$ cat src/rtl/mem_wb_pipe_stage_pkg.sv
// Shared MEM/WB pipeline definitions: control-bit indices, default widths
// and the elastic-buffer state encodings.
package mem_wb_pipe_stage_pkg;

  localparam int unsigned CTRL_REG_WRITE  = 0;
  localparam int unsigned CTRL_MEM_TO_REG = 1;

  localparam int unsigned DEFAULT_DATA_W = 32;
  localparam int unsigned DEFAULT_REG_W  = 5;

  localparam logic [1:0] EMPTY = 2'd0;
  localparam logic [1:0] ONE   = 2'd1;
  localparam logic [1:0] FULL  = 2'd2;

endpackage

$ cat src/rtl/mem_wb_pipe_stage_if.sv
// MEM->WB handshake bundle: upstream valid/ready/payload and downstream
// valid/ready/payload. master is the environment side, slave the stage.
interface mem_wb_pipe_stage_if #(
  parameter int unsigned DATA_W = 32,
  parameter int unsigned CTRL_W = 2,
  parameter int unsigned REG_W  = 5
);
  logic              in_valid;
  logic              in_ready;
  logic [CTRL_W-1:0] in_ctrl;
  logic [DATA_W-1:0] in_read_data;
  logic [DATA_W-1:0] in_alu_result;
  logic [REG_W-1:0]  in_write_reg;
  logic              out_valid;
  logic              out_ready;
  logic [CTRL_W-1:0] out_ctrl;
  logic [DATA_W-1:0] out_read_data;
  logic [DATA_W-1:0] out_alu_result;
  logic [REG_W-1:0]  out_write_reg;

  modport master (
    output in_valid, in_ctrl, in_read_data, in_alu_result, in_write_reg, out_ready,
    input  in_ready, out_valid, out_ctrl, out_read_data, out_alu_result, out_write_reg
  );

  modport slave (
    input  in_valid, in_ctrl, in_read_data, in_alu_result, in_write_reg, out_ready,
    output in_ready, out_valid, out_ctrl, out_read_data, out_alu_result, out_write_reg
  );
endinterface

$ cat src/rtl/mem_wb_pipe_stage_payload_entry.sv
// One valid bit plus payload register. Load wins over clear for the valid
// bit; clear never touches the payload, so data holds while invalid.
module pipe_payload_entry #(
  parameter int unsigned W = 1
) (
  input  logic         clk,
  input  logic         reset,
  input  logic         load,
  input  logic         clear,
  input  logic [W-1:0] d,
  output logic         valid,
  output logic [W-1:0] q
);

  always_ff @(posedge clk) begin
    if (reset) begin
      valid <= 1'b0;
      q     <= '0;
    end else begin
      if (load) begin
        q     <= d;
        valid <= 1'b1;
      end else if (clear) begin
        valid <= 1'b0;
      end
    end
  end

endmodule

$ cat src/rtl/mem_wb_pipe_stage.sv
// Elastic MEM/WB stage: valid/ready handshake, optional skid entry,
// synchronous flush, bubble-gated control and a saturating stall counter.
module mem_wb_pipe_stage
  import mem_wb_pipe_stage_pkg::*;
#(
  parameter int unsigned DATA_W      = DEFAULT_DATA_W,
  parameter int unsigned CTRL_W      = 2,
  parameter int unsigned REG_W       = DEFAULT_REG_W,
  parameter int unsigned SKID        = 1,
  parameter int unsigned STALL_CNT_W = 16
) (
  input  logic                   clk,
  input  logic                   reset,
  input  logic                   flush,
  mem_wb_pipe_stage_if.slave     bus,
  output logic [STALL_CNT_W-1:0] stall_cycles
);

  localparam int unsigned PL_W = CTRL_W + 2 * DATA_W + REG_W;

  logic [PL_W-1:0]   in_pl;
  logic [PL_W-1:0]   head_pl;
  logic              head_valid;
  logic              in_ready_w;
  logic              in_acc;
  logic              out_acc;
  logic [CTRL_W-1:0] head_ctrl;

  assign in_pl   = {bus.in_ctrl, bus.in_read_data, bus.in_alu_result, bus.in_write_reg};
  assign in_acc  = bus.in_valid & in_ready_w;
  assign out_acc = head_valid & bus.out_ready;

  generate
    if (SKID != 0) begin : g_skid
      logic [1:0]      state;
      logic [1:0]      state_nxt;
      logic            head_load;
      logic            head_clear;
      logic            head_from_skid;
      logic            skid_load;
      logic            skid_clear;
      logic            skid_valid;
      logic [PL_W-1:0] skid_pl;
      logic [PL_W-1:0] head_d;

      always_comb begin
        state_nxt      = state;
        head_load      = 1'b0;
        head_clear     = 1'b0;
        head_from_skid = 1'b0;
        skid_load      = 1'b0;
        skid_clear     = 1'b0;
        case (state)
          EMPTY: if (in_acc) begin
            head_load = 1'b1;
            state_nxt = ONE;
          end
          ONE: begin
            if (in_acc && out_acc) begin
              head_load = 1'b1;
            end else if (in_acc) begin
              skid_load = 1'b1;
              state_nxt = FULL;
            end else if (out_acc) begin
              head_clear = 1'b1;
              state_nxt  = EMPTY;
            end
          end
          FULL: if (out_acc) begin
            head_load      = 1'b1;
            head_from_skid = 1'b1;
            skid_clear     = 1'b1;
            state_nxt      = ONE;
          end
          default: state_nxt = EMPTY;
        endcase
        // Flush discards everything, including a same-cycle accept.
        if (flush) begin
          head_load  = 1'b0;
          skid_load  = 1'b0;
          head_clear = 1'b1;
          skid_clear = 1'b1;
          state_nxt  = EMPTY;
        end
      end

      always_ff @(posedge clk) begin
        if (reset) state <= EMPTY;
        else       state <= state_nxt;
      end

      always_ff @(posedge clk) begin
        if (!reset) assert ((state == FULL) == skid_valid);
      end

      assign head_d     = head_from_skid ? skid_pl : in_pl;
      assign in_ready_w = (state != FULL);

      pipe_payload_entry #(.W(PL_W)) u_head (
        .clk(clk), .reset(reset), .load(head_load), .clear(head_clear),
        .d(head_d), .valid(head_valid), .q(head_pl)
      );

      pipe_payload_entry #(.W(PL_W)) u_skid (
        .clk(clk), .reset(reset), .load(skid_load), .clear(skid_clear),
        .d(in_pl), .valid(skid_valid), .q(skid_pl)
      );
    end else begin : g_single
      assign in_ready_w = ~head_valid | bus.out_ready;

      pipe_payload_entry #(.W(PL_W)) u_head (
        .clk(clk), .reset(reset), .load(in_acc & ~flush), .clear(flush | out_acc),
        .d(in_pl), .valid(head_valid), .q(head_pl)
      );
    end
  endgenerate

  always_ff @(posedge clk) begin
    if (reset) begin
      stall_cycles <= '0;
    end else if (head_valid && !bus.out_ready && (stall_cycles != '1)) begin
      stall_cycles <= stall_cycles + STALL_CNT_W'(1);
    end
  end

  assign {head_ctrl, bus.out_read_data, bus.out_alu_result, bus.out_write_reg} = head_pl;
  assign bus.out_ctrl  = head_ctrl & {CTRL_W{head_valid}};
  assign bus.out_valid = head_valid;
  assign bus.in_ready  = in_ready_w;

endmodule

$ cat src/flat_wrapper.sv
// flat-port wrapper written by rule: the top's interface ports become plain ports
module mem_wb_pipe_stage_flat import mem_wb_pipe_stage_pkg::*;
#(
  parameter int unsigned DATA_W      = DEFAULT_DATA_W,
  parameter int unsigned CTRL_W      = 2,
  parameter int unsigned REG_W       = DEFAULT_REG_W,
  parameter int unsigned SKID        = 1,
  parameter int unsigned STALL_CNT_W = 16
)
  (clk, reset, flush, stall_cycles, bus_in_valid, bus_in_ctrl, bus_in_read_data, bus_in_alu_result, bus_in_write_reg, bus_out_ready, bus_in_ready, bus_out_valid, bus_out_ctrl, bus_out_read_data, bus_out_alu_result, bus_out_write_reg);
  mem_wb_pipe_stage_if #(.DATA_W(DATA_W), .CTRL_W(CTRL_W), .REG_W(REG_W)) bus_i ();
  input  logic clk;
  input  logic reset;
  input  logic flush;
  output logic [STALL_CNT_W-1:0] stall_cycles;
  input wire logic [$bits(bus_i.in_valid)-1:0] bus_in_valid;
  input wire logic [$bits(bus_i.in_ctrl)-1:0] bus_in_ctrl;
  input wire logic [$bits(bus_i.in_read_data)-1:0] bus_in_read_data;
  input wire logic [$bits(bus_i.in_alu_result)-1:0] bus_in_alu_result;
  input wire logic [$bits(bus_i.in_write_reg)-1:0] bus_in_write_reg;
  input wire logic [$bits(bus_i.out_ready)-1:0] bus_out_ready;
  output wire logic [$bits(bus_i.in_ready)-1:0] bus_in_ready;
  output wire logic [$bits(bus_i.out_valid)-1:0] bus_out_valid;
  output wire logic [$bits(bus_i.out_ctrl)-1:0] bus_out_ctrl;
  output wire logic [$bits(bus_i.out_read_data)-1:0] bus_out_read_data;
  output wire logic [$bits(bus_i.out_alu_result)-1:0] bus_out_alu_result;
  output wire logic [$bits(bus_i.out_write_reg)-1:0] bus_out_write_reg;
  assign bus_i.in_valid = bus_in_valid;
  assign bus_i.in_ctrl = bus_in_ctrl;
  assign bus_i.in_read_data = bus_in_read_data;
  assign bus_i.in_alu_result = bus_in_alu_result;
  assign bus_i.in_write_reg = bus_in_write_reg;
  assign bus_i.out_ready = bus_out_ready;
  assign bus_in_ready = bus_i.in_ready;
  assign bus_out_valid = bus_i.out_valid;
  assign bus_out_ctrl = bus_i.out_ctrl;
  assign bus_out_read_data = bus_i.out_read_data;
  assign bus_out_alu_result = bus_i.out_alu_result;
  assign bus_out_write_reg = bus_i.out_write_reg;
  mem_wb_pipe_stage #(.DATA_W(DATA_W), .CTRL_W(CTRL_W), .REG_W(REG_W), .SKID(SKID), .STALL_CNT_W(STALL_CNT_W)) u_core (.clk(clk), .reset(reset), .flush(flush), .bus(bus_i), .stall_cycles(stall_cycles));
endmodule
$ cat config.mk
export PLATFORM = sky130hd
export DESIGN_NAME = mem_wb_pipe_stage_flat
export DESIGN_NICKNAME = d
export VERILOG_FILES = /design/src/rtl/mem_wb_pipe_stage_pkg.sv /design/src/rtl/mem_wb_pipe_stage_if.sv /design/src/rtl/mem_wb_pipe_stage_payload_entry.sv /design/src/rtl/mem_wb_pipe_stage.sv /design/src/flat_wrapper.sv
export SDC_FILE = /design/constraint.sdc
export NUM_CORES = 1
export LEC_CHECK = 0
export BUFFER_PORTS_ARGS = -buffer_cell sky130_fd_sc_hd__buf_4
export CORE_ASPECT_RATIO = 1.25
export CORE_UTILIZATION = 40
export CTS_CLUSTER_SIZE = 40
export DETAILED_ROUTE_END_ITERATION = 8
export SLEW_MARGIN = 10
export SYNTH_ARGS = -nofsm -noshare
export SYNTH_HDL_FRONTEND = slang
export SYNTH_SLANG_ARGS = --single-unit
export TNS_END_PERCENT = 1
$ cat constraint.sdc
create_clock -name clk -period 5.6 [get_ports clk]
set_input_delay 1.4 -clock clk [delete_from_list [all_inputs] [get_ports clk]]
set_output_delay 1.4 -clock clk [all_outputs]
set_load 0.01 [all_outputs]
==> results.sh, run 1 <==
export IMPL_status="completed"
export IMPL_synth_area_um2=7460
export IMPL_yosys_warnings=0
export IMPL_cts_resized=0
export IMPL_pin_count=165
export IMPL_holdBufCountCts=0
export IMPL_grt_pass1_vias=5400
export IMPL_grt_pass1_wl_mm=28.4
export IMPL_htreeDepth=4
export IMPL_critPathTopFamily="buffers and inverters"
export IMPL_worstPathMaxFanout=52
export IMPL_fp_dieH_um=155
export IMPL_synth_top_area_cell="dfxtp_1"
export IMPL_wl_per_cell_um=15.1
export IMPL_highest_layer="met5"
export IMPL_ys_flop_type="dfxtp_1"
export IMPL_worstReg2RegEnd="u_core.g_skid.u_head.q[22]"
export IMPL_grt_use_total=0.189
export IMPL_initial_core_util=0.411
export IMPL_dr_first_iter_drc_count=535
export IMPL_drtAntennaViolNets=0
export IMPL_vdd_ir_drop_max_uv=165
export IMPL_wl_mm=17.8
export IMPL_hpwlAfterDp_mm=11.0
export IMPL_endpoint="u_core.g_skid.u_head.q[22]"
export IMPL_clock_path_buffers=2
export IMPL_dr_wl_met2_mm=8.49
export IMPL_synthTopCellsByArea="dfxtp_1 43%, a21oi_1 10%, mux2i_1 9.8%, nand2_1 7.6%, buf_4 7.0%"
export IMPL_grt_overflow_total=0
export IMPL_setup_viol=0
export IMPL_crit_arrival_ns=3.65
export IMPL_portBuffers=164
export IMPL_slowest_stage="a21boi_4"
export IMPL_p_per_area_nw_per_um2=296
export IMPL_ys_ff_latch=161
export IMPL_rows=55
export IMPL_slew_headroom=0.209
export IMPL_clk_latency_ns=0.42
export IMPL_met3_length_mm=1.05
export IMPL_drc=0
export IMPL_min_period_over_period=0.609
export IMPL_synthCells=896
export IMPL_tightest_slew_ns=1.19
export IMPL_cts_root_buf="clkbuf_16"
export IMPL_drt_first_pass_iters=4
export IMPL_grt_setup_unrepaired="false"
export IMPL_dpl_cell_area_um2=8240
export IMPL_synth_area_per_cell_um2=8.33
export IMPL_synth_edff_count=0
export IMPL_start_kind="input pin"
export IMPL_die_area_um2=19200
export IMPL_antenna_found_initial=1
export IMPL_power_leakage_nw=3.83
export IMPL_synth_seq_area_share=0.432
export IMPL_slew_violations=0
export IMPL_drive_above_1_share=0.221
export IMPL_syn2layout_area_growth_pct=18.3
export IMPL_finClkSkew_ns=0.00806
export IMPL_timing_fmax_ghz=0.293
export IMPL_cts_clk_slew_worst_paths_ns=0.06
export IMPL_critical_path_max_stage_delay_ns=0.83
export IMPL_min_from="u_core.g_skid.u_skid.q[4]"
export IMPL_hold_path_class="reg2reg"
export IMPL_fin_area_um2=8830
export IMPL_postCtsSetupBuffers=0
export IMPL_tritoncts="yes"
export IMPL_numCtsBuffers=17
export IMPL_num_vias=6037
export IMPL_cp_end_kind="register"
export IMPL_grt_max_degree=110
export IMPL_nNetsFinal=1022
export IMPL_rr_worst_depth=6
export IMPL_cpMostUsedCell="buf_4"
export IMPL_synth_top_area_share=0.432
export IMPL_diodes=0
export IMPL_synthDistinctLibCells=39
export IMPL_synth_async_sr_flop_share=0
export IMPL_viasPerCell=5.10
export IMPL_cap_violations=0
export IMPL_criticalPathCategory="in2reg"
export IMPL_clock_sinks=161
export IMPL_place_gp_congestion=0.748
export IMPL_synth_nets=973
export IMPL_post_route_min_period_ns=3.41
export IMPL_cp_required_ns=5.84
export IMPL_drt_met1_wl_mm=8.16
export IMPL_finalHoldViolations=0
export IMPL_r2r_start="u_core.g_skid.u_head.valid"
export IMPL_crit_cells=7
export IMPL_crit_start="bus_out_ready"
export IMPL_crit_buf_inv=3
export IMPL_dieWidth_um=124
export IMPL_r2r_slack_ns=2.79
export IMPL_coreArea_um2=18200
export IMPL_path_cells="buf_4 -> nand4b_1 -> buf_4 -> a21boi_4 -> buf_4 -> or3_1 -> a21oi_1"
export IMPL_setup_tns_ns=0
==> kinds of logic after synthesis <==
family | Yosys count | share of synthesized area
AND/OR/NAND/NOR | 264 | 0.176
AO/OA/AOI/OAI | 246 | 0.176
flip-flops | 161 | 0.432
buffers and inverters | 148 | 0.112
multiplexers | 76 | 0.102
adder cells (fa/ha/maj) | 1 | 0.00168
==> worst min-delay path, cell delays in order (launching register included) <==
cell and delay (ns):
dfxtp_1 0.30, nand2_1 0.05, a21oi_1 0.05
==> layer usage <==
layer / global-route usage / vias to the layer above
li1: - / 3143
met1: 0.246 / 2769
met2: 0.293 / 110
met3: 0.0642 / 13
met4: 0.0567 / 2
met5: 0 / -
==> area by class of cell <==
| class | count | area, µm² |
|---|---|---|
| fill | 1824 | 9340 |
| tap | 228 | 285 |
| inverter | 5 | 18.8 |
| sequential | 161 | 3220 |
| timing repair buffer | 173 | 1300 |
| multi-input combinational | 587 | 3410 |
| clock buffer | 24 | 492 |
| clock inverter | 5 | 103 |
==> flip-flops by register name, summed over array words and instances (netlist names) <==
register / flops
u_core.g_skid.u_skid.q: 71
u_core.stall_cycles: 16
u_core.g_skid.u_head.valid: 1
u_core.g_skid.state: 2
u_core.g_skid.u_head.q: 71
==> synthesized netlist by cell type, types with 2 or more instances <==
master / instances
dfxtp_1: 161
a21oi_1: 152
nand2_1: 151
or3_1: 75
mux2i_1: 73
o21ai_0: 73
buf_4: 70
clkbuf_1: 61
buf_2: 10
nor2_1: 6
o31ai_1: 6
inv_1: 5
or4_1: 5
nand4_1: 4
nor2b_1: 4
o311ai_0: 4
o41ai_1: 4
mux2_2: 3
nor3_1: 3
a2111oi_0: 2
and2_1: 2
and4_1: 2
nand2b_1: 2
nand3_1: 2
nand4_2: 2
==> where the power goes <==
group	switching (mW)	internal [mW]
logic	0.126	0.106
registers	0.0183	1.18
clock network	0.443	0.742
==> worst min-delay path by stage <==
stage / slack [ns] / cells after the start / endpoint
floorplan: 0.44 / 2 / u_core.g_skid.u_skid.q[0]
global route: 0.46 / 2 / u_core.g_skid.u_skid.q[14]
detailed placement: 0.45 / 2 / u_core.g_skid.u_skid.q[3]
finish: 0.45 / 2 / u_core.g_skid.u_skid.q[4]
global placement: 0.44 / 2 / u_core.g_skid.u_skid.q[16]
CTS: 0.45 / 2 / u_core.g_skid.u_skid.q[3]
==> layout by cell type (no fill, tap or decap), types with 2 or more instances in the layout <==
master	n
o21ai_0	73
mux2_2	3
nand4_1	4
bufinv_16	3
nand3_1	2
and2_1	2
o31ai_1	6
clkbuf_1	3
and4_1	2
nor3_1	3
o41ai_1	4
nand4_2	2
dfxtp_1	161
or4_1	5
a21oi_1	152
clkbuf_8	4
nand2_1	151
mux2i_1	73
a2111oi_0	2
inv_1	5
nor2_1	6
nor2b_1	4
buf_4	173
o311ai_0	4
clkbuf_16	17
nand2b_1	2
or3_1	74
==> stage by stage <==
step / power, mW / setup slack (ns) / std cells / hold slack, ns / util
6_report: 2.61 / 2.19 / 1183 / 0.451 / 0.486
3_3_place_gp: 1.45 / 1.78 / 1154 / 0.441 / 0.453
4_1_cts: 2.65 / 2.19 / 1183 / 0.454 / 0.486
2_1_floorplan: 1.37 / 2.95 / 896 / 0.436 / -
5_1_grt: 2.73 / 1.95 / 1183 / 0.464 / 0.486
3_5_place_dp: 1.46 / 1.74 / 1154 / 0.446 / 0.453
No activity file was read; power rests on OpenSTA's default activity.
==> run 2, diff against run 1 <==
==> constraint.sdc (replaced) <==
create_clock -name clk -period 3.2 [get_ports clk]
set_input_delay 0.8 -clock clk [delete_from_list [all_inputs] [get_ports clk]]
set_output_delay 0.8 -clock clk [all_outputs]
set_load 0.01 [all_outputs]
==> run 2 against run 1 <==
  * Global-route usage up 0.17 points
  * Wire length rose by 0.58%
  * First-iteration DRC count fell by 7.5%
  * Via count rose by 1.7%
  * Clock-buffer cell count down 5
  * Sequential power is 74% higher
  * Critical path depth decreased by 5
  * Setup slack worse by 1.1 ns
  * Sequential share of layout area fell by 0.26 points
  * Clock power increased by 83%
  * Non-clock buffer count grew 1
  * Combinational power grew 77%
==> results.sh, run 2 (synthesis results as in run 1) <==
export IMPL_status="completed"
export IMPL_wl_mm=17.9
export IMPL_cts_clk_slew_worst_paths_ns=0.06
export IMPL_finalNonFillerCells=1187
export IMPL_numCtsBuffers=17
export IMPL_reg_top3="u_core.g_skid.u_head.q (71), u_core.g_skid.u_skid.q (71), u_core.stall_cycles (16)"
export IMPL_slew_violations=0
export IMPL_clock_path_buffers=2
export IMPL_dp_cells=1155
export IMPL_cap_violations=0
export IMPL_cp_end_kind="output pin"
export IMPL_postCtsSetupBuffers=0
export IMPL_tightest_slew_ns=0.823
export IMPL_hold_path_class="reg2reg"
export IMPL_grt_max_degree=143
export IMPL_wl_per_cell_um=15.1
export IMPL_final_cell_mix="172 x buf_4, 161 x dfxtp_1, 152 x a21oi_1, 151 x nand2_1, 74 x or3_1"
export IMPL_worstPathMaxFanout=12
export IMPL_place_gp_congestion=0.757
export IMPL_dr_first_iter_drc_count=495
export IMPL_final_common_cell="buf_4"
export IMPL_cts_root_buf="clkbuf_16"
export IMPL_slew_headroom=0.451
export IMPL_drive_above_1_share=0.226
export IMPL_final_util=0.490
export IMPL_power_leakage_nw=3.87
export IMPL_hpwlAfterDp_mm=11.0
export IMPL_regArea_um2=3220
export IMPL_drtAntennaViolNets=0
export IMPL_clock_sinks=161
export IMPL_criticalPathCategory="reg2out"
export IMPL_grt_pass1_vias=5718
export IMPL_syn2layout_area_growth_pct=19.2
export IMPL_grt_setup_unrepaired="false"
export IMPL_post_route_min_period_ns=2.13
export IMPL_multi_input_area_um2=3410
export IMPL_drt_first_pass_iters=5
export IMPL_tritoncts="yes"
export IMPL_pin_count=165
export IMPL_initial_core_util=0.411
export IMPL_finalHoldViolations=0
export IMPL_viasPerCell=5.17
export IMPL_clk_latency_ns=0.42
export IMPL_portBuffers=164
export IMPL_fp_dieH_um=155
export IMPL_coreArea_um2=18200
export IMPL_diodes=0
export IMPL_die_area_um2=19200
export IMPL_start_kind="register"
export IMPL_nFillCells=1808
export IMPL_p_per_area_nw_per_um2=524
export IMPL_timing_fmax_ghz=0.470
export IMPL_setup_viol=0
export IMPL_finClkSkew_ns=0.00964
export IMPL_min_period_over_period=0.665
export IMPL_grt_use_total=0.191
export IMPL_cp_required_ns=2.40
export IMPL_htreeDepth=4
export IMPL_crit_arrival_ns=1.33
export IMPL_nNetsFinal=1023
export IMPL_num_vias=6141
export IMPL_cts_resized=0
export IMPL_dieWidth_um=124
export IMPL_rows=55
export IMPL_grt_pass1_wl_mm=29.1
export IMPL_vdd_ir_drop_max_uv=301
export IMPL_setup_tns_ns=0
export IMPL_antenna_found_initial=0
export IMPL_holdBufCountCts=0
export IMPL_grt_overflow_total=0
export IMPL_drc=0
## run 2: cell types whose count changed in the layout (fill, tap and decap cells not counted), sizes merged
cell / previous run / this run
buf: 173 / 174
bufinv: 3 / 4
clkbuf: 24 / 19
clkinv: 1 / 6
inv: 5 / 7
## run 2: metal layers
metal / wire [µm] / vias to the layer above / global-route usage
met5: 0 / - / 0
met4: 238 / 0 / 0.0624
met3: 888 / 13 / 0.0487
met2: 8730 / 119 / 0.309
met1: 8090 / 2871 / 0.244
li1: - / 3138 / -
## run 2: cell type report
class | instances | share of cell area
Clock inverter | 13 | 0.0205
Sequential cell | 161 | 0.362
Timing Repair Buffer | 174 | 0.150
Clock buffer | 19 | 0.0498
Multi-Input combinational cell | 587 | 0.383
Inverter | 5 | 0.00211
Tap cell | 228 | 0.0321
## run 2: critical path, stage by stage, from the launching register on
cell	delay [ns]
dfxtp_1	0.59
and2_1	0.19
buf_4	0.13
## run 2: per-stage QoR
step	hold slack (ns)	instance area, µm²	worst slack, ns	total power, mW
after detailed placement	0.446	8270	0.734	2.55
after global routing	0.469	8890	0.947	4.87
after global placement	0.440	8270	0.757	2.55
after CTS	0.454	8890	1.03	4.72
after floorplan	0.436	7460	1.15	2.40
final	0.452	8890	1.07	4.66
## run 2: worst paths after layout
kind | end | depth (start not counted) | slack (ns) | startpoint
min | u_core.g_skid.u_skid.q[36] | 2 | 0.45 | u_core.g_skid.u_skid.q[36]
max | bus_out_ctrl[1] | 2 | 1.07 | u_core.g_skid.u_head.valid
max reg2reg | u_core.g_skid.u_skid.q[42] | 5 | 1.14 | u_core.g_skid.u_head.valid
min reg2reg | u_core.g_skid.u_skid.q[36] | 2 | 0.45 | u_core.g_skid.u_skid.q[36]
## run 2: power breakdown
group          internal (mW)  switching, mW  total, mW
sequential              2.06         0.0314       2.09
combinational          0.189          0.223      0.411
clock                   1.33          0.830       2.16
==> run 3, diff against run 2 <==
--- a/config.mk
+++ b/config.mk
@@ -5,6 +5,7 @@
 export SDC_FILE = /design/constraint.sdc
 export NUM_CORES = 1
 export LEC_CHECK = 0
+export ABC_AREA = 1
 export BUFFER_PORTS_ARGS = -buffer_cell sky130_fd_sc_hd__buf_4
 export CORE_ASPECT_RATIO = 1.25
 export CORE_UTILIZATION = 40
==> constraint.sdc (replaced) <==
create_clock -name clk -period 1.8 [get_ports clk]
set_input_delay 0.45 -clock clk [delete_from_list [all_inputs] [get_ports clk]]
set_output_delay 0.45 -clock clk [all_outputs]
set_load 0.01 [all_outputs]
==> run 3 against run 2 <==
  * Final area shrank 0.28%
  * Worst hold slack lost 0.15 ns
  * Setup slack lost 0.91 ns
  * Critical path type unchanged
  * Largest cell class is now sequential cells
  * Highest routed layer unchanged
==> results.sh, run 3 <==
export IMPL_status="completed"
export IMPL_nFillCells=1796
export IMPL_synth_area_per_cell_um2=7.13
export IMPL_worstPathMaxFanout=4
export IMPL_regArea_um2=3220
export IMPL_slew_violations=0
export IMPL_slew_headroom=0.805
export IMPL_clock_sinks=161
export IMPL_cp_end_kind="output pin"
export IMPL_synth_edff_count=0
export IMPL_grt_util_met3=0.0451
export IMPL_grt_pass1_vias=5655
export IMPL_grt_use_total=0.184
export IMPL_initial_core_util=0.414
export IMPL_post_route_min_period_ns=1.64
export IMPL_vdd_ir_drop_max_uv=547
export IMPL_min_period_over_period=0.910
export IMPL_final_common_cell="buf_4"
export IMPL_pin_count=165
export IMPL_synth_nets=1102
export IMPL_busiest_layer="met2"
export IMPL_synth_seq_area_share=0.441
export IMPL_grt_max_degree=79
export IMPL_dr_first_iter_drc_count=311
export IMPL_die_area_um2=18800
export IMPL_drt_first_pass_iters=5
export IMPL_synthDistinctLibCells=27
export IMPL_synth_top_area_cell="dfxtp_1"
export IMPL_critical_path_max_stage_delay_ns=0.38
export IMPL_p_per_area_nw_per_um2=927
export IMPL_crit_arrival_ns=1.19
export IMPL_clk_latency_ns=0.42
export IMPL_hold_path_class="in2reg"
export IMPL_setup_viol=0
export IMPL_drc=0
export IMPL_grt_pass1_wl_mm=27.6
export IMPL_cts_resized=0
export IMPL_yosysMostFrequentCell="nor2_1"
export IMPL_drtAntennaViolNets=0
export IMPL_yosys_warnings=0
export IMPL_synthTopCellsByArea="dfxtp_1 44%, o21ai_0 9.0%, nor2_1 8.6%, buf_4 7.2%, nand2_1 7.0%"
export IMPL_use_met2=0.303
export IMPL_setup_tns_ns=0
export IMPL_cp_required_ns=1.35
export IMPL_grt_overflow_total=0
export IMPL_drive_above_1_share=0.221
export IMPL_tightest_slew_ns=0.293
export IMPL_ys_ff_latch=161
export IMPL_cts_root_buf="clkbuf_16"
export IMPL_synth_area_um2=7310
export IMPL_nNetsFinal=1176
export IMPL_tritoncts="yes"
export IMPL_finalHoldViolations=0
export IMPL_synth_common_cells="168 x nor2_1, 161 x dfxtp_1, 137 x nand2_1"
export IMPL_finClkSkew_ns=0.00772
export IMPL_place_gp_congestion=0.799
export IMPL_hold_slack_ns=0.303
export IMPL_fp_dieH_um=153
export IMPL_postCtsSetupBuffers=0
export IMPL_start_kind="register"
export IMPL_power_leakage_nw=3.73
export IMPL_ys_flop_type="dfxtp_1"
export IMPL_htreeDepth=4
export IMPL_cap_violations=0
export IMPL_numCtsBuffers=17
export IMPL_reg_top3="u_core.g_skid.u_head.q (71), u_core.g_skid.u_skid.q (71), u_core.stall_cycles (16)"
export IMPL_critPathTopFamily="flip-flops"
export IMPL_num_vias=6328
export IMPL_synth_top_area_share=0.441
export IMPL_wl_mm=16.7
export IMPL_path_cells="inv_2 -> nor2_2 -> inv_1 -> buf_4"
export IMPL_portBuffers=164
export IMPL_p_total_mw=8.22
export IMPL_synth_async_sr_flop_share=0
export IMPL_multi_input_area_um2=2920
export IMPL_viasPerCell=4.73
export IMPL_syn2layout_area_growth_pct=21.4
export IMPL_clock_path_buffers=2
export IMPL_final_cell_mix="178 x buf_4, 168 x nor2_1, 161 x dfxtp_1, 137 x nand2_1, 132 x o21ai_0"
export IMPL_wl_per_cell_um=12.5
export IMPL_synthCells=1025
export IMPL_cts_clk_slew_worst_paths_ns=0.06
export IMPL_grt_use_met1=0.229
export IMPL_criticalPathCategory="reg2out"
export IMPL_coreArea_um2=17600
export IMPL_slowest_stage="dfxtp_1"
export IMPL_timing_fmax_ghz=0.610
export IMPL_holdBufCountCts=0
export IMPL_dieWidth_um=123
export IMPL_antenna_found_initial=1
export IMPL_rows=54
export IMPL_hpwlAfterDp_mm=11.2
export IMPL_crit_buf_inv=3
export IMPL_grt_setup_unrepaired="false"
[run 3: path summary, 6_finish.rpt]
path	from	end	slack (ns)	depth (start not counted)
min	bus_in_alu_result[3]	u_core.g_skid.u_skid.q[8]	0.30	3
min reg2reg	u_core.g_skid.u_skid.q[14]	u_core.g_skid.u_skid.q[14]	0.44	2
max	u_core.g_skid.state[1]	bus_in_ready	0.16	4
max reg2reg	u_core.stall_cycles[1]	u_core.stall_cycles[4]	0.24	8
[run 3: area by class of cell]
cell class                 instances  area share
tap                              224      0.0316
timing repair buffer             187       0.171
sequential                       161       0.363
clock buffer                      18      0.0495
clock inverter                    14      0.0147
inverter                          94      0.0399
antenna                            1    0.000282
multi-input combinational        638       0.330
[run 3: stage by stage]
stage               area, µm²  worst slack [ns]   util  cells
CTS                      8870             0.138  0.503   1336
floorplan                7310             0.107      -   1025
global placement         8300             0.165  0.470   1304
global route             8870            0.0903  0.503   1336
finish                   8870             0.162  0.503   1337
detailed placement       8300             0.136  0.470   1304
[run 3: logic make-up after synthesis]
| family | after synthesis | share of synthesized area |
|---|---|---|
| adders and majority gates | 1 | 0.00171 |
| AOI/OAI and AO/OA | 306 | 0.216 |
| DFF | 161 | 0.441 |
| buffers and inverters | 226 | 0.160 |
| and+or+nand+nor | 325 | 0.173 |
| xor gates and xnor gates | 6 | 0.00719 |
[run 3: where the power goes]
part           switching [mW]  internal (mW)
logic                   0.487          0.445
clock network            1.53           1.95
registers              0.0778           3.73
[run 3: metal layers]
metal  vias to the layer above  routed length, µm
li1                       3372                  -
met1                      2812               7570
met2                       122               7960
met3                        22                880
met4                         0                303
met5                         -                  0
[run 3: worst min-delay path: cells and delay by family]
kind	cells	cell delay (ns)
buffers and inverters	1	0.08
AOI/OAI and AO/OA	2	0.15
